**config.mk**
```make
export PLATFORM = sky130hd
export DESIGN_NAME = pipeline_sequencer
export DESIGN_NICKNAME = d
export VERILOG_FILES = /design/src/rtl/pipeline_sequencer.sv
export SDC_FILE = /design/constraint.sdc
export NUM_CORES = 1
export LEC_CHECK = 0
export BUFFER_PORTS_ARGS = -buffer_cell sky130_fd_sc_hd__buf_4
export CAP_MARGIN = 20
export CORE_MARGIN = 5
export CORE_UTILIZATION = 35
export CTS_CLUSTER_DIAMETER = 100
export DETAILED_ROUTE_END_ITERATION = 12
export PLACE_DENSITY = 0.62
export RECOVER_POWER = 100
export SYNTH_ARGS = -nofsm -noshare
export SYNTH_HDL_FRONTEND = slang
export SYNTH_SLANG_ARGS = --single-unit
```
**constraint.sdc**
```tcl
create_clock -name clk -period 3.16 [get_ports clk]
set_clock_uncertainty 0.2 [all_clocks]
set_input_delay 0.632 -clock clk [delete_from_list [all_inputs] [get_ports clk]]
set_output_delay 0.632 -clock clk [all_outputs]
set_load 0.05 [all_outputs]
```
**src/rtl/pipeline_sequencer.sv**
```systemverilog
// rtl/pipeline_sequencer.sv - memory-slot sequencer and hazard control for the 5-stage pipeline
module pipeline_sequencer #(
    parameter int CNT_W = 16
) (
    input  logic             clk,
    input  logic             rst,
    input  logic             mem_ready,
    input  logic             ex_mem_mem_read,
    input  logic             ex_mem_mem_write,
    input  logic             id_ex_mem_read,
    input  logic [4:0]       id_ex_rd,
    input  logic [4:0]       if_id_rs1,
    input  logic [4:0]       if_id_rs2,
    input  logic             branch_taken,
    input  logic             halt_req,
    output logic             mem_req,
    output logic             mem_sel,
    output logic             mem_we,
    output logic             pc_en,
    output logic             if_id_en,
    output logic             pipe_en,
    output logic             id_ex_bubble,
    output logic             flush,
    output logic             halted,
    output logic [CNT_W-1:0] wait_cnt,
    output logic [CNT_W-1:0] bubble_cnt
);

    typedef enum logic [1:0] {
        BOOT   = 2'd0,
        FETCH  = 2'd1,
        DATA   = 2'd2,
        HALTED = 2'd3
    } state_t;

    localparam logic [CNT_W-1:0] CNT_MAX = {CNT_W{1'b1}};

    state_t           state_q, state_d;
    logic [CNT_W-1:0] wait_cnt_q, wait_cnt_d;
    logic [CNT_W-1:0] bubble_cnt_q, bubble_cnt_d;

    logic data_pending;
    logic load_use;
    logic advance;
    logic wait_cycle;
    logic bubble_ins;

    assign data_pending = ex_mem_mem_read | ex_mem_mem_write;
    assign load_use = id_ex_mem_read & (id_ex_rd != 5'd0) &
                      ((id_ex_rd == if_id_rs1) | (id_ex_rd == if_id_rs2));

    // State register; reset aborts any in-flight access immediately
    always_ff @(posedge clk or posedge rst) begin
        if (rst) begin
            state_q <= BOOT;
        end else begin
            state_q <= state_d;
        end
    end

    // Next-state and output decode; enables only pulse in the advance cycle
    always_comb begin
        state_d      = state_q;
        mem_req      = 1'b0;
        mem_sel      = 1'b0;
        mem_we       = 1'b0;
        pc_en        = 1'b0;
        if_id_en     = 1'b0;
        pipe_en      = 1'b0;
        id_ex_bubble = 1'b0;
        flush        = 1'b0;
        halted       = 1'b0;
        advance      = 1'b0;
        wait_cycle   = 1'b0;
        bubble_ins   = 1'b0;

        unique case (state_q)
            BOOT: begin
                state_d = FETCH;
            end
            FETCH: begin
                mem_req    = 1'b1;
                wait_cycle = ~mem_ready;
                if (mem_ready) begin
                    if (data_pending) begin
                        state_d = DATA;
                    end else begin
                        advance = 1'b1;
                    end
                end
            end
            DATA: begin
                mem_req    = 1'b1;
                mem_sel    = 1'b1;
                mem_we     = ex_mem_mem_write;
                wait_cycle = ~mem_ready;
                if (mem_ready) begin
                    advance = 1'b1;
                    state_d = FETCH;
                end
            end
            HALTED: begin
                halted = 1'b1;
            end
            default: begin
                state_d = BOOT;
            end
        endcase

        // Branch beats load-use, which in turn defers any halt to a later advance
        if (advance) begin
            pipe_en = 1'b1;
            if (branch_taken) begin
                pc_en    = 1'b1;
                if_id_en = 1'b1;
                flush    = 1'b1;
            end else if (load_use) begin
                id_ex_bubble = 1'b1;
                bubble_ins   = 1'b1;
            end else begin
                pc_en    = 1'b1;
                if_id_en = 1'b1;
                if (halt_req) begin
                    state_d = HALTED;
                end
            end
        end
    end

    // Saturating counter next-state
    always_comb begin
        wait_cnt_d   = wait_cnt_q;
        bubble_cnt_d = bubble_cnt_q;
        if (wait_cycle && (wait_cnt_q != CNT_MAX)) begin
            wait_cnt_d = wait_cnt_q + 1'b1;
        end
        if (bubble_ins && (bubble_cnt_q != CNT_MAX)) begin
            bubble_cnt_d = bubble_cnt_q + 1'b1;
        end
    end

    // Performance counter registers
    always_ff @(posedge clk or posedge rst) begin
        if (rst) begin
            wait_cnt_q   <= '0;
            bubble_cnt_q <= '0;
        end else begin
            wait_cnt_q   <= wait_cnt_d;
            bubble_cnt_q <= bubble_cnt_d;
        end
    end

    assign wait_cnt   = wait_cnt_q;
    assign bubble_cnt = bubble_cnt_q;

endmodule

```
# == Yosys cells after proc, flatten, opt, wreduce, memory -nomap -nowiden ==
# Index checks and enable logic that the tools add are counted.
# word_totals
output_inout_bits,41
ff_bits,34
# classes
muxes,26
reduce_logical,5
n_bitwise,5
addsub,2
n_eq_ne,7
# ops
op,count
$add 16x1->16 const B,2
$ne 16x16->1 const B,2
$mux 1,17
$mux 2,7
$eq 5x5->1,2
$pmux 2 s3,1
$reduce_bool 5->1,1
$eq 2x2->1 const B,2
$and 1x1->1,2
$eq 2x1->1 const B,1
$logic_and 1x1->1,2
$logic_not 2->1,1
$or 1x1->1,2
$pmux 1 s2,1
$reduce_or 2->1,1
$not 1->1,1

# == Logic depth before layout (Yosys ltp) ==
# logic_depth
depth_word,8
mapped_depth,8

# == Worst setup path before layout ==
# OpenSTA, ideal clock, no wires.
# synth_path
path_kind,input-to-output
startpoint,in id_ex_rd[3]
endpoint,out id_ex_bubble
stages,5
n_path_buf,1
arrival_ps,2898
setup_slack_ps,-570
path_cell_list,xor2_1 nor3_1 a22oi_2 buf_6 nor4_1
# synth_between
elab_chain_cells,6
# synth_lines
element,line,rtl
start: declaration,11,"input logic [4:0] id_ex_rd,"
$eq 5x5->1 or $reduce_bool 5->1 (tied branches),"50, 49",
$or 1x1->1 or $and 1x1->1 (tied branches),"50, 49",
$and 1x1->1 *,49,assign load_use = id_ex_mem_read & (id_ex_rd != 5'd0) &
$mux 1 *,117,end else if (load_use) begin
$mux 1 *,113,if (branch_taken) begin
$mux 1 *,111,if (advance) begin
end: declaration,22,"output logic id_ex_bubble,"
# Every way passes the cells marked *; elsewhere a longest branch is shown, timed or not.

# == Worst setup path after layout ==
# layout_path
startpoint,in id_ex_rd[1]
endpoint,out pc_en
# layout_between
elab_chain_cells,6
# layout_lines
element,line,rtl
$eq 5x5->1 or $reduce_bool 5->1 (tied branches),"50, 49",
$or 1x1->1 or $and 1x1->1 (tied branches),"50, 49",
$and 1x1->1 *,49,
$mux 1 *,117,
$mux 1 *,113,
$mux 1 *,111,
end: declaration,19,"output logic pc_en,"
# Marks and branches as above.

==> impl_metrics.yaml <==
status:
  status: "completed"
synthesis:
  async_flop_share_pct: 100.0
  synth_cell_type_count: 39
  synth_top_area_share_pct: 43.15
  synth.area.top_cells: "dfrtp_1 43%, xor2_1 12%, xnor2_1 5.3%, nor3_2 4.1%, ha_1 3.8%"
  synth.avg_cell_area_sq_um: 10.60
  synth-edff-count: 0
  syn_inst: 186
  ys_warn_count: 0
  synth_largest_area_cell: "dfrtp_1"
  synthesis.nets: 215
  synth-seq-area-share_pct: 43.15
  synth_ff_type: "dfrtp_1"
  synth_seq_cells: 34
  netlist_area_sq_um: 1972
floorplanning:
  core.rowCount: 27
  coreArea_sq_um: 5507
  die_area_sq_um: 7235
  io_pins: 64
  initial_core_util_pct: 35.81
  die_y_um: 85.06
  die_w_um: 85.06
setup_path:
  r2r_setup_slack_ns: 0.37
  cp.required_ns: 2.33
  r2r-end: "bubble_cnt[11]"
  timing.rr.start: "state_q[1]"
  startpoint: "id_ex_rd[1]"
  cp.arrival_ns: 2.11
  cp_slowest_stage_delay_ns: 0.54
  startpoint_type: "input pin"
  slowest_stage: "or4_4"
  worstSetupEndpointType: "output pin"
  crit_type: "input pin to output pin"
  crit_chain: "buf_4 -> or4_4 -> o21ai_4 -> nor2_1 -> a21oi_4 -> clkbuf_2"
  endpoint: "pc_en"
  reg2regPathDepth: 8
  worstPathMaxFanout: 5
cts:
  clockBufferDepth: 2
  cts_tree: "done"
  cts_made_buffers: 5
  clock_latency_ns: 0.28
  h-tree-depth: 2
  cts_resized: 0
  clk_pin_slew_worst_paths_ns: 0.07
  postCtsSetupBuffers: 0
  clock-sinks: 34
  cts_root_buf: "clkbuf_8"
  cts_hold_buf: 0
global_routing:
  grt_pass1_wl_mm: 7.590
  antenna_found_initial: 0
  grt_pass1_vias: 1575
  grt.total_usage_pct: 12.84
  grt_max_degree: 19
  grt_overflow_total: 0
sta:
  rsz0062_at_grt: "false"
  setup_viol: 0
  hold_viol: 0
  slew_headroom_pct: 55.16
  slew_viol_final: 0
  finalCriticalPeriod_ns: 2.946
  fmax_mhz: 339.4
  worst_pin_slew_ns: 0.6718
  post-route-period-util_pct: 93.23
  setup_tns_ns: 0
worst_hold_path:
  hp-class: "input pin to asynchronous set/reset pin"
drt:
  viasPerCell: 4.869
  drt_iter0_drc: 40
  drc: 0
  vias: 1597
  routed_wl_mm: 4.500
  wl_per_cell_um: 13.72
  antenna_left: 0
  firstDrtPassIters: 4
job:
  cap_viol_max_count: 0
final_layout:
  fin_area_sq_um: 2416
  drive_above_1_share_pct: 17.58
  final_util_pct: 43.88
  final_nets: 285
  syn2layout_area_growth_pct: 22.53
  antenna_cells: 0
power_and_ir_drop:
  ir_drop_v: 0.0002538
  power_mw: 1.401
  power.leakage_nw: 1.126
  p_per_area_nw_per_um2: 579.8
placed_design:
  gp_congestion: 0.7832
  post-dp-hpwl_mm: 3.574
  placed_cell_area_sq_um: 2549
  port_buffers: 63
-- placed cells by master, fill, tap and decap left out, drive strengths merged --
cell type / instances
clkbuf: 51
dfrtp: 34
xor2: 26
buf: 23
nand2: 13
nor3: 13
nand3: 12
nor2: 12
xnor2: 12
inv: 8
nand4: 7
ha: 6
nor4: 5
and4: 4
mux2: 4
and3: 4
a21oi: 3
o21ai: 3
and2: 2
nor3b: 2
nor2b: 1
o2111ai: 1
a22oi: 1
o211ai: 1
or4: 1
a2111o: 1
nand3b: 1
a2111oi: 1
o22ai: 1
o221ai: 1
nand2b: 1
o31a: 1
-- through the flow --
step           setup WS (ns)  hold WS, ns  cells
2_1_floorplan      -0.002462       0.3646    186
3_3_place_gp          0.3136       0.2788    321
3_5_place_dp          0.2928       0.2894    321
4_1_cts               0.1960       0.2725    328
5_1_grt              0.04837       0.3029    328
6_report              0.2139       0.2490    328
-- where the power goes --
part / total, mW / internal, mW / switching (mW)
registers: 0.546 / 0.485 / 0.0612
logic: 0.551 / 0.149 / 0.402
clock network: 0.303 / 0.152 / 0.152
total: 1.40 / 0.786 / 0.615
-- cells in the mapped netlist (4+ instances only) --
| library cell | number |
|---|---|
| and4_1 | 4 |
| dfrtp_1 | 34 |
| ha_1 | 6 |
| inv_1 | 8 |
| mux2_2 | 4 |
| nand2_1 | 13 |
| nand3_1 | 12 |
| nand4_1 | 7 |
| nor2_1 | 12 |
| nor3_1 | 4 |
| nor3_2 | 8 |
| xnor2_1 | 12 |
| xor2_1 | 26 |
-- layer usage --
metal | GRT usage [%] | routed length [um] | part of all wire [%] | up-vias
li1 | - | - | - | 786
met1 | 16.76 | 2023 | 45 | 765
met2 | 19.70 | 2106 | 47 | 40
met3 | 3.689 | 288 | 6.4 | 6
met4 | 5.612 | 81 | 1.8 | 0
met5 | 0 | 0 | 0 | -
-- worst max-delay path, delay by kind of cell --
| kind | cells | cell delay, ns |
|---|---|---|
| buffers and inverters | 2 | 0.44 |
| AND/OR/NAND/NOR | 2 | 0.67 |
| AO/OA/AOI/OAI | 2 | 0.37 |
-- sequential cells by signal, summed over array words and instances, names as in the netlist --
| signal | count |
|---|---|
| wait_cnt | 16 |
| state_q | 2 |
| bubble_cnt | 16 |
-- cell families (layout without fill, tap and decap cells) --
group,after synthesis,after routing,synth area share (%)
flops,34,34,43.15
compound gates,14,14,5.775
buf+inv,12,82,3.236
mux,4,4,2.284
fa+ha+maj,6,6,3.807
simple gates,78,78,24.87
xor+xnor,38,38,16.88
-- final cells by class --
cell class	instances	area, sq um
well taps	72	90.09
flip-flops and latches	34	850.8
inverters	8	30.03
fillers	590	3090
repair buffers	67	346.6
multi-input cells	140	1022
clock buffers	7	76.32
-- worst min path at each step --
stage	depth (start not counted)	slack, ns	start	to
floorplan	2	0.36	state_q[0]	state_q[0]
global placement	1	0.28	wait_cnt[14]	wait_cnt[14]
detailed placement	1	0.29	wait_cnt[14]	wait_cnt[14]
CTS	2	0.27	rst	wait_cnt[7]
global route	2	0.30	rst	wait_cnt[7]
finish	2	0.25	rst	bubble_cnt[12]
Power figures use the tool's default switching activity.
